### src/rtl/neuron_pkg.sv
// Shared definitions for the sequential MAC neuron: FSM states, Q-format and PLAN sigmoid constants.
package neuron_pkg;

    typedef enum logic [1:0] {
        SKUPI = 2'd0,
        AKT   = 2'd1,
        IZLAZ = 2'd2
    } neuron_state_t;

    localparam int Q_FRAC = 8;
    localparam int OUT_W  = 16;

    // PLAN breakpoints as Q8.8 magnitudes: 5.0, 2.375, 1.0
    localparam logic [16:0] PLAN_BP_SAT = 17'd1280;
    localparam logic [16:0] PLAN_BP_MID = 17'd608;
    localparam logic [16:0] PLAN_BP_LOW = 17'd256;

    // Segment offsets in Q0.16: 0.84375, 0.625, 0.5 and 1.0
    localparam logic [16:0] PLAN_OFF_HI  = 17'd55296;
    localparam logic [16:0] PLAN_OFF_MID = 17'd40960;
    localparam logic [16:0] PLAN_OFF_LOW = 17'd32768;
    localparam logic [16:0] PLAN_ONE     = 17'd65536;

endpackage

### src/rtl/neuron_sigmoid_plan.sv
// Combinational PLAN sigmoid approximation: signed Q8.8 in, unsigned Q0.16 out.
module neuron_sigmoid_plan
    import neuron_pkg::*;
(
    input  logic signed [15:0] x,
    output logic        [15:0] y
);

    logic [16:0] mag;
    logic [16:0] y_pos;
    logic [16:0] y_mag;

    always_comb begin
        // 17 bits so that -32768 has a representable magnitude
        mag = x[15] ? (17'd0 - {x[15], x}) : {1'b0, x};

        // Slopes 1/32, 1/8, 1/4 from Q8.8 to Q0.16 become left shifts by 3, 5, 6
        if (mag >= PLAN_BP_SAT) begin
            y_pos = PLAN_ONE;
        end else if (mag >= PLAN_BP_MID) begin
            y_pos = PLAN_OFF_HI + (mag << 3);
        end else if (mag >= PLAN_BP_LOW) begin
            y_pos = PLAN_OFF_MID + (mag << 5);
        end else begin
            y_pos = PLAN_OFF_LOW + (mag << 6);
        end

        y_mag = x[15] ? (PLAN_ONE - y_pos) : y_pos;
        y     = y_mag[16] ? 16'hFFFF : y_mag[15:0];
    end

endmodule

### src/rtl/neuron_seq_mac.sv
// Sequential multiply-accumulate neuron with ReLU output, or PLAN sigmoid when NEURON_SIGMOID_EN is defined.
//
// state | meaning
// SKUPI | collect N_IN beats into the accumulator
// AKT   | rescale accumulator to Q8.8, apply activation, register result
// IZLAZ | present result until the consumer accepts it
module neuron_seq_mac
    import neuron_pkg::*;
#(
    parameter int N_IN  = 60,
    parameter int DW    = 16,
    parameter int ACC_W = 40
) (
    input  logic                 clk,
    input  logic                 rst,
    input  logic signed [DW-1:0] uzorak,
    input  logic signed [DW-1:0] tezina,
    input  logic signed [DW-1:0] pristranost,
    input  logic                 uzorak_valid,
    output logic                 uzorak_ready,
    output logic [15:0]          izlaz,
    output logic                 izlaz_valid,
    input  logic                 izlaz_ready
);

    localparam int CNT_W = (N_IN > 1) ? $clog2(N_IN) : 1;
    localparam logic [CNT_W-1:0] LAST = CNT_W'(N_IN - 1);
    localparam int Q_TOP = Q_FRAC + OUT_W - 1;
    localparam logic [ACC_W-1:0] ACC_MAX = {1'b0, {(ACC_W-1){1'b1}}};
    localparam logic [ACC_W-1:0] ACC_MIN = {1'b1, {(ACC_W-1){1'b0}}};

    neuron_state_t state, state_nxt;

    logic [CNT_W-1:0]        beat;
    logic [ACC_W-1:0]        acc;
    logic signed [2*DW-1:0]  prod;
    logic [ACC_W-1:0]        prod_ext;
    logic [ACC_W-1:0]        bias_ext;
    logic [ACC_W-1:0]        acc_seed;
    logic [ACC_W:0]          sum_wide;
    logic [ACC_W-1:0]        acc_add;
    logic [ACC_W-1-Q_TOP:0]  acc_hi;
    logic signed [15:0]      q88;
    logic [15:0]             act;
    logic                    beat_fire;

    assign beat_fire = uzorak_valid && (state == SKUPI);

    assign prod     = uzorak * tezina;
    assign prod_ext = {{(ACC_W-2*DW){prod[2*DW-1]}}, prod};
    assign bias_ext = {{(ACC_W-DW-Q_FRAC){pristranost[DW-1]}}, pristranost, {Q_FRAC{1'b0}}};

    // The seed cannot overflow: ACC_W leaves room for bias<<8 plus one full product
    assign acc_seed = bias_ext + prod_ext;
    assign sum_wide = {acc[ACC_W-1], acc} + {prod_ext[ACC_W-1], prod_ext};

    always_comb begin
        if (sum_wide[ACC_W] != sum_wide[ACC_W-1]) begin
            acc_add = sum_wide[ACC_W] ? ACC_MIN : ACC_MAX;
        end else begin
            acc_add = sum_wide[ACC_W-1:0];
        end
    end

    // Q.16 to Q8.8: the bits above the kept window must all match the sign
    assign acc_hi = acc[ACC_W-1:Q_TOP];

    always_comb begin
        if ((&acc_hi) || (~|acc_hi)) begin
            q88 = acc[Q_TOP:Q_FRAC];
        end else begin
            q88 = acc[ACC_W-1] ? 16'sh8000 : 16'sh7FFF;
        end
    end

`ifdef NEURON_SIGMOID_EN
    neuron_sigmoid_plan u_sigmoid (
        .x (q88),
        .y (act)
    );
`else
    assign act = q88[15] ? 16'h0000 : q88;
`endif

    always_ff @(posedge clk) begin
        if (rst) begin
            state <= SKUPI;
            beat  <= '0;
            acc   <= '0;
            izlaz <= 16'h0000;
        end else begin
            state <= state_nxt;
            if (beat_fire) begin
                acc  <= (beat == '0) ? acc_seed : acc_add;
                beat <= (beat == LAST) ? '0 : beat + CNT_W'(1);
            end
            if (state == AKT) begin
                izlaz <= act;
            end
        end
    end

    always_comb begin
        state_nxt    = state;
        uzorak_ready = 1'b0;
        izlaz_valid  = 1'b0;
        case (state)
            SKUPI: begin
                uzorak_ready = 1'b1;
                if (beat_fire && (beat == LAST)) begin
                    state_nxt = AKT;
                end
            end
            AKT: begin
                state_nxt = IZLAZ;
            end
            IZLAZ: begin
                izlaz_valid = 1'b1;
                if (izlaz_ready) begin
                    state_nxt = SKUPI;
                end
            end
            default: begin
                state_nxt = SKUPI;
            end
        endcase
    end

endmodule
### config.mk
export PLATFORM = sky130hd
export DESIGN_NAME = neuron_seq_mac
export DESIGN_NICKNAME = d
export VERILOG_FILES = /design/src/rtl/neuron_pkg.sv /design/src/rtl/neuron_sigmoid_plan.sv /design/src/rtl/neuron_seq_mac.sv
export SDC_FILE = /design/constraint.sdc
export NUM_CORES = 1
export LEC_CHECK = 0
export CAP_MARGIN = 40
export CORE_ASPECT_RATIO = 1.25
export CORE_MARGIN = 1
export CORE_UTILIZATION = 30
export CTS_CLUSTER_DIAMETER = 200
export DETAILED_ROUTE_END_ITERATION = 16
export GPL_TIMING_DRIVEN = 0
export PLACE_DENSITY = 0.44
export SYNTH_ARGS = -nofsm -noshare
export SYNTH_HDL_FRONTEND = slang
export SYNTH_HIERARCHICAL = 1
export SYNTH_SLANG_ARGS = --single-unit
### constraint.sdc
create_clock -name clk -period 16.73 [get_ports clk]
set_input_delay 1.673 -clock clk [delete_from_list [all_inputs] [get_ports clk]]
set_output_delay 1.673 -clock clk [all_outputs]
set_load 0.05 [all_outputs]
Yosys cells after proc, flatten, opt, wreduce, memory -nomap -nowiden

Cells that the tools add are included.

Flip-flop bits (word level): 64
Bits in latches: 0
Memory bits (writable): 0
Memory bits (read-only): 0
Bits of input ports: 52
Output and inout port bits: 18
Word-level logic and storage cells: 35
Memories kept: 0

Add/sub/neg operators: 3
Multipliers: 1
Divide/modulo/power cells: 0
Magnitude comparators: 0
Equal/unequal tests: 6
Shifts and indexed selects: 0
Muxes and demuxes: 12
Bitwise gates (word level): 0
Reduce and logical (&&, ||, !) cells: 9

Operators with widths:

| cell                                                  | number |
|---|---|
| 2-to-1 mux 40 bit                                     | 3 |
| adder 40 x 32 -> 41 bit                               | 1 |
| adder 24 x 32 -> 33 bit                               | 1 |
| multiplier 16 x 16 -> 32 bit                          | 1 |
| 2-to-1 mux 16 bit                                     | 2 |
| AND reduction 17 bit                                  | 1 |
| OR reduction 17 bit                                   | 1 |
| 2-to-1 mux 15 bit                                     | 1 |
| adder 6 x 1 -> 6 bit, second input constant           | 1 |
| == test 6 bit, second input constant                  | 1 |
| logical NOT 6 bit                                     | 1 |
| 2-to-1 mux 6 bit                                      | 1 |
| case mux 2 bit (3 select lines)                       | 1 |
| 2-to-1 mux 2 bit                                      | 2 |
| == test 2 x 1 -> 1 bit, second input constant         | 1 |
| == test 2 bit, second input constant                  | 1 |
| logical AND 1 bit                                     | 2 |
| logical NOT 2 bit                                     | 1 |
| 2-to-1 mux 1 bit                                      | 2 |
| inequality test 2 x 1 -> 1 bit, second input constant | 1 |
| inequality test 2 bit, second input constant          | 1 |
| AND reduction 2 bit                                   | 1 |
| logical NOT 1 bit                                     | 1 |
| logical OR 1 bit                                      | 1 |
| inequality test 1 bit                                 | 1 |

Longest topological paths before layout

Depth after elaboration: 5
Mapped depth: 35
Mapped depth without buffers: 32

Least setup slack after synthesis

OpenSTA, ideal clock, no wires.

Path type: input to register
From: input port tezina[1]
To: register acc[22]
Setup time: 0.145 ns
Arrival time: 9.525 ns
Required time: 16.585 ns
Setup slack: 7.060 ns
Stages: 31
Path buffers: 3
Cell sequence: clkbuf_1 -> nand2_1 -> fa_1 -> fa_1 -> fa_1 -> fa_1 -> inv_1 -> fa_1 -> fa_1 -> ha_1 -> a21o_1 -> a21o_1 -> nor4_1 -> o2bb2ai_1 -> a221oi_1 -> o31a_1 -> o41ai_1 -> nand4b_1 -> o211ai_1 -> ha_1 -> clkbuf_1 -> nand2_1 -> o21ai_1 -> a221oi_2 -> o22ai_1 -> or4_1 -> a22oi_2 -> nor3b_4 -> a21oi_2 -> buf_6 -> a311oi_2

Word-level cells in the longest chain between the ends: 5
Elaborated cells on any way between the ends: 7
Classes of those cells: add/sub (2); mul (1); eq/ne (1); mux (3)

RTL lines:

| element                                                           | line                                       | text |
|---|---|---|
| start, declared                                                   | neuron_seq_mac.sv:17                       | `input logic signed [DW-1:0] tezina,` |
| multiplier 16 x 16 -> 32 bit (*)                                  | neuron_seq_mac.sv:49                       | `assign prod = uzorak * tezina;` |
| adder 40 x 32 -> 41 bit                                           | neuron_seq_mac.sv:55                       | `assign sum_wide = {acc[ACC_W-1], acc} + {prod_ext[ACC_W-1], prod_ext};` |
| 2-to-1 mux 40 bit / inequality test 1 bit (equally long branches) | neuron_seq_mac.sv:59, neuron_seq_mac.sv:58 |  |
| 2-to-1 mux 40 bit                                                 | neuron_seq_mac.sv:58                       | `if (sum_wide[ACC_W] != sum_wide[ACC_W-1]) begin` |
| 2-to-1 mux 40 bit (*)                                             | neuron_seq_mac.sv:94                       | `acc <= (beat == '0) ? acc_seed : acc_add;` |
| end signal, assigned                                              | neuron_seq_mac.sv:94                       |  |
| end, declared                                                     | neuron_seq_mac.sv:35                       | `logic [ACC_W-1:0] acc;` |

Mark *: on every way between the ends. The rest lies on a longest branch, timed or not.
A chain may end at the register's enable or synchronous reset.

Final worst setup path

From: input port uzorak[9]
To: register acc[10]

Word-level cells in the longest chain between the ends: 5
Elaborated cells on any way between the ends: 7
Classes of those cells: add/sub (2); mul (1); eq/ne (1); mux (3)

RTL lines:

| element                                                           | line                                       | text |
|---|---|---|
| start, declared                                                   | neuron_seq_mac.sv:16                       | `input logic signed [DW-1:0] uzorak,` |
| multiplier 16 x 16 -> 32 bit (*)                                  | neuron_seq_mac.sv:49                       |  |
| adder 40 x 32 -> 41 bit                                           | neuron_seq_mac.sv:55                       |  |
| 2-to-1 mux 40 bit / inequality test 1 bit (equally long branches) | neuron_seq_mac.sv:59, neuron_seq_mac.sv:58 |  |
| 2-to-1 mux 40 bit                                                 | neuron_seq_mac.sv:58                       |  |
| 2-to-1 mux 40 bit (*)                                             | neuron_seq_mac.sv:94                       |  |

Marked as above.

==> impl_metrics.py <==
metrics = {
    "timing": {
        "max_freq_mhz": 82.1,
        "setup_viol": 0,
        "period_needed_ns": 12.18,
        "fin_crit_sh_pct": 72.8,
        "fin_ws_ns": 4.55,
        "finalHoldViolCount": 0,
        "fin_skew_ns": 0.00784,
        "worst_pin_slew_ns": 0.808,
        "fin_setup_tns_ns": 0,
        "rsz0062_at_grt": "false",
        "maxSlewViolCount": 0,
        "slew_headroom_pct": 46.1,
        "whs_ns": 0.493,
    },
    "routing": {
        "wl_per_cell_um": 18.5,
        "wl_met1_um": 21700,
        "wl_met2_um": 25600,
        "initialDrtViolationCount": 543,
        "top_layer_used": "met4",
        "ant_nets": 0,
        "wirelength_um": 49400,
        "first_pass_iters": 5,
        "wl_met3_um": 1110,
        "drc": 0,
        "vias": 13100,
        "viasPerCell": 4.90,
    },
    "yosys": {
        "synth_edf_count": 0,
        "synth_largest_area_cell": "fa_1",
        "synth_fp_nets": 2382,
        "synthArstFlopShare_pct": 0,
        "yosysMostFrequentCell": "inv_1",
        "synth_top_cells_by_count": "319 x inv_1, 264 x fa_1, 225 x nand2_1",
        "yosys_warnings": 6,
        "synth_seq_cells": 63,
        "syn_area_mm2": 0.0161,
        "yosysSeqAreaShare_pct": 7.83,
        "yosys.area.top_type_share_pct": 32.8,
        "synthDistinctLibCells": 78,
        "yosys-top-cells-area": "fa_1 33%, ha_1 12%, dfxtp_1 7.8%",
        "syn_inst": 1916,
        "syn_area_per_cell_um2": 8.41,
        "ys.flop_type": "dfxtp_1",
    },
    "global_route": {
        "grt_pass1_vias": 14398,
        "grt_max_degree": 12,
        "grt_usage_pct": 19.0,
        "globalRouteOverflowTotal": 0,
        "antenna_found_initial": 1,
        "grt_pass1_wl_um": 80600,
    },
    "setup_path": {
        "start_kind": "input port",
        "crit_buf_inv": 4,
        "path_class": "in2reg",
        "critPathMaxStageDelay_ns": 0.82,
        "critical_path_arrival_ns": 12.38,
        "slowest_stage": "clkdlybuf4s50_1",
        "crit_path_frequent_cell": "fa_1",
        "ff2ff_setup_slack_ns": 12.72,
        "cp_top_family": "adder cells",
        "required_ns": 16.94,
        "end_kind": "register",
        "crit_fanout": 10,
    },
    "status": {
        "status": "finished clean",
    },
    "placement": {
        "portBuffers": 67,
        "gp_congestion": 0.887,
        "pre_cts_ws_ns": 4.07,
        "hpwlAfterDp_um": 42800,
    },
    "clock_network": {
        "cts_tree": "yes",
        "cts_resized": 0,
        "clk_pin_slew_worst_paths_ns": 0.06,
        "cts_buffers": 9,
        "postCtsSetupBuffers": 0,
        "cts_sinks": 63,
        "cts_max_level": 3,
        "cts_root_buf": "clkbuf_16",
        "clk_latency_ns": 0.36,
        "cts_hold_buf": 0,
        "cts_buffer_depth": 2,
    },
    "job": {
        "maxCapViolCount": 0,
    },
    "floorplan": {
        "rows": 94,
        "start_util_pct": 30.5,
        "core_mm2": 0.0528,
        "fp.dieW_um": 209,
        "die_h_um": 261,
        "boundaryPins": 70,
        "die_area_mm2": 0.0546,
    },
    "layout": {
        "drive_above_1_share_pct": 2.90,
        "diodes": 0,
        "nets": 2463,
        "area_growth_pct": 11.4,
    },
    "worst_hold_path": {
        "hold_path.class": "reg2reg",
    },
}
## cell families after synthesis
logic type,synth area share (%)
AND/OR/NAND/NOR,18.1
adder cells (fa/ha/maj),44.5
buffers and inverters,9.24
AO/OA/AOI/OAI,15.6
XOR/XNOR,4.73
flip-flops,7.83
other,0.0233
multiplexers,0.0622
## per-stage QoR
step	util, %	cell area, µm²	std cells
global placement	33.4	17600	2655
floorplan	-	16100	1916
global route	34.0	17900	2674
finish	34.0	17900	2674
CTS	34.0	17900	2674
detailed placement	33.4	17600	2658
## sequential cells by signal, indices dropped and copies added, names as in the netlist
signal,cells
acc,40
beat,6
izlaz,15
state,2
## layout make-up
type	instances	area, µm²
well taps	672	841
repair buffers	70	689
clock buffers	11	243
plain buffers	71	290
clock inverters	5	56.3
multi-input cells	1463	13400
flip-flops and latches	63	1260
inverters	319	1200
fillers	5642	34900
## metal layers
| layer | global-route usage, % | vias up |
|---|---|---|
| met5 | 0 | - |
| met1 | 23.3 | 6463 |
| li1 | - | 6389 |
| met3 | 1.33 | 43 |
| met4 | 5.09 | 0 |
| met2 | 35.9 | 205 |
## final timing paths
kind | startpoint | endpoint | depth (start not counted)
worst max-delay path | uzorak[9] | acc[10]$_SDFFE_PP0P_ | 31
worst min-delay path | izlaz[10]$_SDFFE_PP0N_ | izlaz[10]$_SDFFE_PP0N_ | 2
worst max register to register | acc[0]$_SDFFE_PP0P_ | acc[10]$_SDFFE_PP0P_ | 11
worst min register to register | izlaz[10]$_SDFFE_PP0N_ | izlaz[10]$_SDFFE_PP0N_ | 2
## cell usage in the layout, fill, tap and decap left out, types with 16 or more instances in the layout
cell | netlist | final
o21bai_1 | 22 | 22
nor2_1 | 115 | 115
a211oi_1 | 27 | 27
a31oi_1 | 16 | 16
a311oi_2 | 16 | 16
fa_1 | 264 | 264
o21ai_0 | 56 | 56
a21oi_1 | 96 | 96
nor3_1 | 33 | 33
inv_1 | 319 | 319
nand3_1 | 24 | 24
xnor2_1 | 62 | 62
o21a_1 | 18 | 18
clkdlybuf4s50_1 | 0 | 67
dfxtp_1 | 63 | 63
xor2_1 | 25 | 25
and2_1 | 127 | 127
nand2b_1 | 16 | 16
clkbuf_1 | 63 | 64
nand2_1 | 225 | 225
a21o_1 | 32 | 32
ha_1 | 150 | 150
## worst register-to-register path: stages, from the launching register on
cell,delay [ns]
dfxtp_1,0.31
ha_1,0.24
fa_1,0.44
a211oi_1,0.36
o211a_1,0.29
o31ai_4,0.12
o2111ai_1,0.50
a211oi_2,0.20
a22oi_2,0.48
nor3b_4,0.17
nor3_2,0.57
a211oi_1,0.16
Power is left out: the tool's default activity adds up to more than one toggle a clock period on the data nets, which glitch-free logic cannot reach.
